==> src/rtl/uart_bridge_master.sv <==
// uart_bridge_master: polls up to four UART-Lite channels over one AXI4-Lite
// master port. Received bytes are packed into words and written to a
// per-channel GPIO register, with optional echo and an idle flush timeout.
module uart_bridge_master #(
    parameter int unsigned FREQ_HZ        = 100000000,
    parameter int unsigned NUM_UARTS      = 2,
    parameter logic [31:0] UART_BASE      = 32'h4060_0000,
    parameter logic [31:0] UART_STRIDE    = 32'h0001_0000,
    parameter logic [31:0] GPIO_BASE      = 32'h4000_0000,
    parameter logic [31:0] GPIO_STRIDE    = 32'h0000_0008,
    parameter int unsigned BYTES_PER_WORD = 1,
    parameter int unsigned ECHO           = 0,
    parameter int unsigned FLUSH_US       = 1000
) (
    input  logic        clk,
    input  logic        resetn,
    output logic [31:0] M_AXI_AWADDR,
    output logic        M_AXI_AWVALID,
    input  logic        M_AXI_AWREADY,
    output logic [31:0] M_AXI_WDATA,
    output logic [3:0]  M_AXI_WSTRB,
    output logic        M_AXI_WVALID,
    input  logic        M_AXI_WREADY,
    input  logic [1:0]  M_AXI_BRESP,
    input  logic        M_AXI_BVALID,
    output logic        M_AXI_BREADY,
    output logic [31:0] M_AXI_ARADDR,
    output logic        M_AXI_ARVALID,
    input  logic        M_AXI_ARREADY,
    input  logic [31:0] M_AXI_RDATA,
    input  logic [1:0]  M_AXI_RRESP,
    input  logic        M_AXI_RVALID,
    output logic        M_AXI_RREADY,
    output logic [31:0] rx_count,
    output logic [15:0] err_count,
    output logic        busy
);

    localparam logic [31:0] FLUSH_CYC = 32'(FLUSH_US * (FREQ_HZ / 1000000));
    localparam logic [2:0]  BPW       = 3'(BYTES_PER_WORD);
    localparam logic [1:0]  CH_LAST   = 2'(NUM_UARTS - 1);

    // State names carry an S_ prefix because ECHO is also a parameter name.
    typedef enum logic [3:0] {
        S_POLL, S_POLL_W, S_RXRD, S_RXRD_W, S_ECHO, S_ECHO_W, S_GPIO, S_GPIO_W, S_NEXT
    } state_t;

    state_t      state_q;
    logic [1:0]  ch_q, ch_d;
    logic        tx_full_q;
    logic [7:0]  byte_q;
    logic [31:0] pack_word_q [4];
    logic [2:0]  pack_cnt_q  [4];
    logic [31:0] idle_q      [4];

    logic [31:0] awaddr_q, wdata_q, araddr_q, rx_count_q;
    logic        awvalid_q, wvalid_q, bready_q, arvalid_q, rready_q, busy_q;
    logic [15:0] err_count_q, err_inc;

    logic [31:0] uart_base, gpio_addr, lane_word;
    logic [2:0]  cur_cnt, cnt_inc;
    logic        flush_due, rd_done, rd_err, wr_done, wr_err, rx_take;
    logic        unused_rdata;

    assign unused_rdata = ^M_AXI_RDATA[31:8];

    // Address, packing and decision helpers for the current channel.
    always_comb begin
        uart_base = UART_BASE + UART_STRIDE * {30'b0, ch_q};
        gpio_addr = GPIO_BASE + GPIO_STRIDE * {30'b0, ch_q};
        cur_cnt   = pack_cnt_q[ch_q];
        cnt_inc   = cur_cnt + 3'd1;
        flush_due = (FLUSH_US != 0) && (cur_cnt != 3'd0) && (idle_q[ch_q] >= FLUSH_CYC);
        lane_word = pack_word_q[ch_q] | ({24'h0, M_AXI_RDATA[7:0]} << {cur_cnt[1:0], 3'b000});
        rd_done   = M_AXI_RVALID && rready_q;
        rd_err    = M_AXI_RRESP != 2'b00;
        wr_done   = M_AXI_BVALID && bready_q;
        wr_err    = M_AXI_BRESP != 2'b00;
        rx_take   = (state_q == S_RXRD_W) && rd_done && !rd_err;
        err_inc   = (err_count_q == '1) ? err_count_q : err_count_q + 16'd1;
        ch_d      = (ch_q == CH_LAST) ? 2'd0 : ch_q + 2'd1;
    end

    // Per-channel idle timers: count every cycle, saturate, clear on a byte read.
    always_ff @(posedge clk) begin
        for (int unsigned i = 0; i < 4; i++) begin
            if (!resetn) begin
                idle_q[i] <= '0;
            end else if (rx_take && (ch_q == 2'(i))) begin
                idle_q[i] <= '0;
            end else if (idle_q[i] != '1) begin
                idle_q[i] <= idle_q[i] + 32'd1;
            end
        end
    end

    // Bridge FSM with registered AXI outputs; one transaction in flight at a time.
    always_ff @(posedge clk) begin
        if (!resetn) begin
            state_q     <= S_POLL;
            ch_q        <= '0;
            tx_full_q   <= 1'b0;
            byte_q      <= '0;
            awaddr_q    <= '0;
            wdata_q     <= '0;
            araddr_q    <= '0;
            awvalid_q   <= 1'b0;
            wvalid_q    <= 1'b0;
            bready_q    <= 1'b0;
            arvalid_q   <= 1'b0;
            rready_q    <= 1'b0;
            busy_q      <= 1'b0;
            rx_count_q  <= '0;
            err_count_q <= '0;
            for (int unsigned i = 0; i < 4; i++) begin
                pack_word_q[i] <= '0;
                pack_cnt_q[i]  <= '0;
            end
        end else begin
            if (arvalid_q && M_AXI_ARREADY) arvalid_q <= 1'b0;
            if (awvalid_q && M_AXI_AWREADY) awvalid_q <= 1'b0;
            if (wvalid_q && M_AXI_WREADY)   wvalid_q  <= 1'b0;
            case (state_q)
                S_POLL, S_RXRD: begin
                    araddr_q  <= (state_q == S_POLL) ? uart_base + 32'h8 : uart_base;
                    arvalid_q <= 1'b1;
                    rready_q  <= 1'b1;
                    busy_q    <= 1'b1;
                    state_q   <= (state_q == S_POLL) ? S_POLL_W : S_RXRD_W;
                end
                S_POLL_W: begin
                    if (rd_done) begin
                        rready_q <= 1'b0;
                        busy_q   <= 1'b0;
                        if (rd_err) begin
                            err_count_q <= err_inc;
                            state_q     <= S_NEXT;
                        end else if (M_AXI_RDATA[0]) begin
                            tx_full_q <= M_AXI_RDATA[3];
                            state_q   <= S_RXRD;
                        end else if (flush_due) begin
                            state_q <= S_GPIO;
                        end else begin
                            state_q <= S_NEXT;
                        end
                    end
                end
                S_RXRD_W: begin
                    if (rd_done) begin
                        rready_q <= 1'b0;
                        busy_q   <= 1'b0;
                        if (rd_err) begin
                            err_count_q <= err_inc;
                            state_q     <= S_NEXT;
                        end else begin
                            pack_word_q[ch_q] <= lane_word;
                            pack_cnt_q[ch_q]  <= cnt_inc;
                            rx_count_q        <= rx_count_q + 32'd1;
                            byte_q            <= M_AXI_RDATA[7:0];
                            if ((ECHO != 0) && !tx_full_q) state_q <= S_ECHO;
                            else if (cnt_inc == BPW)       state_q <= S_GPIO;
                            else                           state_q <= S_NEXT;
                        end
                    end
                end
                S_ECHO, S_GPIO: begin
                    awaddr_q  <= (state_q == S_ECHO) ? uart_base + 32'h4 : gpio_addr;
                    wdata_q   <= (state_q == S_ECHO) ? {24'h0, byte_q} : pack_word_q[ch_q];
                    awvalid_q <= 1'b1;
                    wvalid_q  <= 1'b1;
                    bready_q  <= 1'b1;
                    busy_q    <= 1'b1;
                    state_q   <= (state_q == S_ECHO) ? S_ECHO_W : S_GPIO_W;
                end
                S_ECHO_W: begin
                    if (wr_done) begin
                        bready_q <= 1'b0;
                        busy_q   <= 1'b0;
                        if (wr_err) err_count_q <= err_inc;
                        state_q <= (cur_cnt == BPW) ? S_GPIO : S_NEXT;
                    end
                end
                S_GPIO_W: begin
                    if (wr_done) begin
                        bready_q          <= 1'b0;
                        busy_q            <= 1'b0;
                        pack_cnt_q[ch_q]  <= '0;
                        pack_word_q[ch_q] <= '0;
                        if (wr_err) err_count_q <= err_inc;
                        state_q <= S_NEXT;
                    end
                end
                S_NEXT: begin
                    ch_q    <= ch_d;
                    state_q <= S_POLL;
                end
                default: state_q <= S_POLL;
            endcase
        end
    end

    assign M_AXI_AWADDR  = awaddr_q;
    assign M_AXI_AWVALID = awvalid_q;
    assign M_AXI_WDATA   = wdata_q;
    assign M_AXI_WSTRB   = 4'hF;
    assign M_AXI_WVALID  = wvalid_q;
    assign M_AXI_BREADY  = bready_q;
    assign M_AXI_ARADDR  = araddr_q;
    assign M_AXI_ARVALID = arvalid_q;
    assign M_AXI_RREADY  = rready_q;
    assign rx_count      = rx_count_q;
    assign err_count     = err_count_q;
    assign busy          = busy_q;

endmodule

==> config.mk <==
export PLATFORM = sky130hd
export DESIGN_NAME = uart_bridge_master
export DESIGN_NICKNAME = d
export VERILOG_FILES = /design/src/rtl/uart_bridge_master.sv
export SDC_FILE = /design/constraint.sdc
export NUM_CORES = 1
export LEC_CHECK = 0
export ABC_AREA = 0
export ABC_CLOCK_PERIOD_IN_PS = 3760
export CORE_MARGIN = 2
export CORE_UTILIZATION = 57
export DETAILED_ROUTE_END_ITERATION = 7
export GPL_TIMING_DRIVEN = 1
export PLACE_DENSITY_LB_ADDON = 0.12
export SLEW_MARGIN = 15
export SYNTH_ARGS = -nofsm -noshare
export SYNTH_HDL_FRONTEND = slang
export SYNTH_SLANG_ARGS = --single-unit
==> constraint.sdc <==
create_clock -name clk -period 3.76 [get_ports clk]
set_clock_uncertainty 0.1 [all_clocks]
set_input_delay 0.564 -clock clk [delete_from_list [all_inputs] [get_ports clk]]
set_output_delay 0.564 -clock clk [all_outputs]
set_load 0.03 [all_outputs]
==> results.cfg <==
[grt]
grt_remaining_overflow = 0
antenna_found_initial = 0
grt_max_degree = 69
track_usage_pct = 23.4
grt_pass1_wl_mm = 63.4
first_global_vias = 12100

[pwr]
ir_worst_vdd_uv = 361
report.power.total_w = 0.00890
power.density_mw_per_mm2 = 419
p_leak_nw = 7.91

[routing]
drt_iter0_drc = 954
routed_wl_mm = 39.5
drc = 0
vias_per_cell = 5.65
ant_nets = 0
vias = 12700
avgRoutedWirePerCell_um = 17.5
drt_first_pass_iters = 5

[timing]
tns_ns = 0
timing.slew.headroom_pct = 25.2
worstMarginPinSlew_ns = 1.12
fin_ws_ns = 0.648
hold_violations = 0
fmax_ghz = 0.321
rsz0062_at_grt = no
drv_slew = 0
finalCritPeriodShare_pct = 82.8
setup_violations = 0
period_needed_ns = 3.11

[setup_path]
startpoint_type = flip-flop
r2r_slack_ns = 0.65
r2r.worst_path.cells = 5
crit_arrival_ns = 3.27
setup.worst_path.end = idle_q[2][4]$_SDFFCE_PN0P_
required_ns = 3.92
r2r-end = idle_q[2][4]$_SDFFCE_PN0P_
cp-end-kind = flip-flop
worstSetupPathType = reg2reg
startpoint = state_q[0]$_SDFFE_PN0P_
crit_fanout = 29
r2r_start = state_q[0]$_SDFFE_PN0P_

[logic_synthesis]
synth.lib_cells_used.distinct = 62
syn_area_per_cell_um2 = 10.9
synthCells = 1689
ys_warn_count = 0
syn-cell-area_mm2 = 0.0184
ys_async_sr_fraction_pct = 0
synth-seq-cells = 380
synth_edf_count = 268
synth_ff_type = edfxtp_1
yosysSeqAreaShare_pct = 56.0

[placed_design]
pre_cts_slack_ns = 0.0869
gp_congestion = 0.807
port_buffers = 118
dp_hpwl_mm = 25.1

[run_status]
status = completed

[clock_network]
clock_latency_ns = 0.55
cts_tree = built
clkTransAtPathRegs_ns = 0.06
post_cts_resized = 0
cts_root_buf = clkbuf_16
clock-sinks = 380
cts.htree.levels = 2
ctsHoldBuffers = 0
cts_buffer_depth = 3
cts_setup_buffers = 0
numCtsBuffers = 41

[cells_and_area]
final_util_pct = 67.1
syn2layout_area_growth_pct = 15.5
antennaDiodeCount = 0
drive_above_1_share_pct = 9.89
num-nets-final = 1870

[die]
ios = 197
core_mm2 = 0.0316
rows = 65
die_area_mm2 = 0.0337
dieWidth_um = 184
start_util_pct = 58.1
die_h_um = 184

[flow_run]
max-cap-violations = 0

[worst_hold_path]
hold-path-cell-count = 2
worst_hold_path_type = reg2reg
layout make-up:
class / count / area [um2]
clock inverters: 10 / 124
fillers: 2469 / 10400
flip-flops and latches: 380 / 10300
well taps: 402 / 503
repair buffers: 163 / 1600
clock buffers: 66 / 1140
multi-input cells: 1178 / 7370
inverters: 54 / 203
per-stage QoR:
step / std cells / cell area [um2] / hold WS [ns]
final: 2253 / 21200 / 0.361
after global routing: 2253 / 21200 / 0.389
after CTS: 2253 / 21200 / 0.365
after detailed placement: 2177 / 20000 / 0.357
after global placement: 2177 / 20000 / 0.349
after floorplan: 1741 / 18600 / 0.343
kinds of logic after synthesis:
family	after synthesis	synth area share (%)
other	2	0.0408
adders and majority gates	9	0.612
and+or+nand+nor	756	20.3
xor gates and xnor gates	156	7.43
AOI/OAI and AO/OA	159	5.69
muxes	44	4.78
DFF	380	56.0
buffers and inverters	183	5.17
flip-flops by register name, summed over array words and instances (netlist names), named ones only:
signal	count
ch_q	2
pack_word_q	128
err_count	16
M_AXI_RREADY	1
M_AXI_BREADY	1
byte_q	8
M_AXI_WDATA	32
busy	1
M_AXI_ARVALID	1
rx_count	32
idle_q	128
M_AXI_ARADDR	4
M_AXI_AWVALID	1
M_AXI_AWADDR	6
pack_cnt_q	12
M_AXI_WVALID	1
state_q	4
placed cells by master (no fill, tap or decap), types with 7 or more instances in the layout:
master           synthesis  layout
nor3_1                  19      18
dfxtp_1                112     110
buf_12                   0       7
xnor2_1                 63      63
nand4_1                 35      35
o21ai_0                 27      27
nand3_1                 72      72
xor2_1                  93      93
or2_2                   37      37
ha_1                     9       9
nor2_1                 273     273
and2_1                  50      50
conb_1                   2      54
a21boi_0                20      20
a22oi_1                 24      24
inv_1                   54      54
and4_1                  12      12
buf_4                   60      39
mux4_2                  35      35
edfxtp_1               268     268
and3_1                  35      35
a21oi_1                 46      46
clkbuf_1                54      23
or3_1                   17      17
nor2b_1                 30      30
nand2_1                122     122
o211a_1                  8       8
clkdlybuf4s50_1          0     117
nor4_1                  21      21
clkbuf_16                0      41
mux2i_1                  9       9
nand2b_1                11      11
critical path: stages (launching register included):
cell and delay [ns]:
dfxtp_1 0.56, or3b_4 0.47, or3_1 0.62, o21ai_0 0.53, o21bai_4 0.42, nor2_1 0.12
synth_stat cells, types with 21 or more instances:
cell | n | area (um2)
mux4_2 | 35 | 788
or2_2 | 37 | 231
xor2_1 | 93 | 815
and3_1 | 35 | 219
nor2_1 | 273 | 1020
nand2_1 | 122 | 458
a22oi_1 | 24 | 180
nor4_1 | 21 | 131
o21ai_0 | 27 | 135
a21oi_1 | 46 | 230
buf_4 | 60 | 450
inv_1 | 54 | 203
and2_1 | 50 | 313
dfxtp_1 | 112 | 2240
xnor2_1 | 63 | 552
nand4_1 | 35 | 219
edfxtp_1 | 268 | 8050
nand3_1 | 72 | 360
clkbuf_1 | 54 | 203
nor2b_1 | 30 | 188
worst min path at each step:
stage	startpoint	slack, ns	endpoint
after CTS	byte_q[7]$_SDFFE_PN0P_	0.36	byte_q[7]$_SDFFE_PN0P_
after detailed placement	byte_q[7]$_SDFFE_PN0P_	0.36	byte_q[7]$_SDFFE_PN0P_
after global routing	M_AXI_WVALID$_SDFFE_PN0P_	0.39	M_AXI_WVALID$_SDFFE_PN0P_
after floorplan	byte_q[0]$_SDFFE_PN0P_	0.34	byte_q[0]$_SDFFE_PN0P_
final	byte_q[7]$_SDFFE_PN0P_	0.36	byte_q[7]$_SDFFE_PN0P_
after global placement	byte_q[1]$_SDFFE_PN0P_	0.35	byte_q[1]$_SDFFE_PN0P_
where the power goes:
| part | internal [W] | switching, W |
|---|---|---|
| clock | 0.00222 | 0.00161 |
| combinational | 0.000171 | 0.000312 |
| sequential | 0.00453 | 0.0000535 |
| total | 0.00692 | 0.00198 |
per-layer routing:
layer  track usage (%)  up-vias  share of wire [%]
li1                  -     6100                  -
met1              33.7     6185                 45
met2              37.6      373                 47
met3              3.01       69                5.8
met4              6.59        0                2.4
met5                 0        -                  0
(Power assumes the default switching activity.)
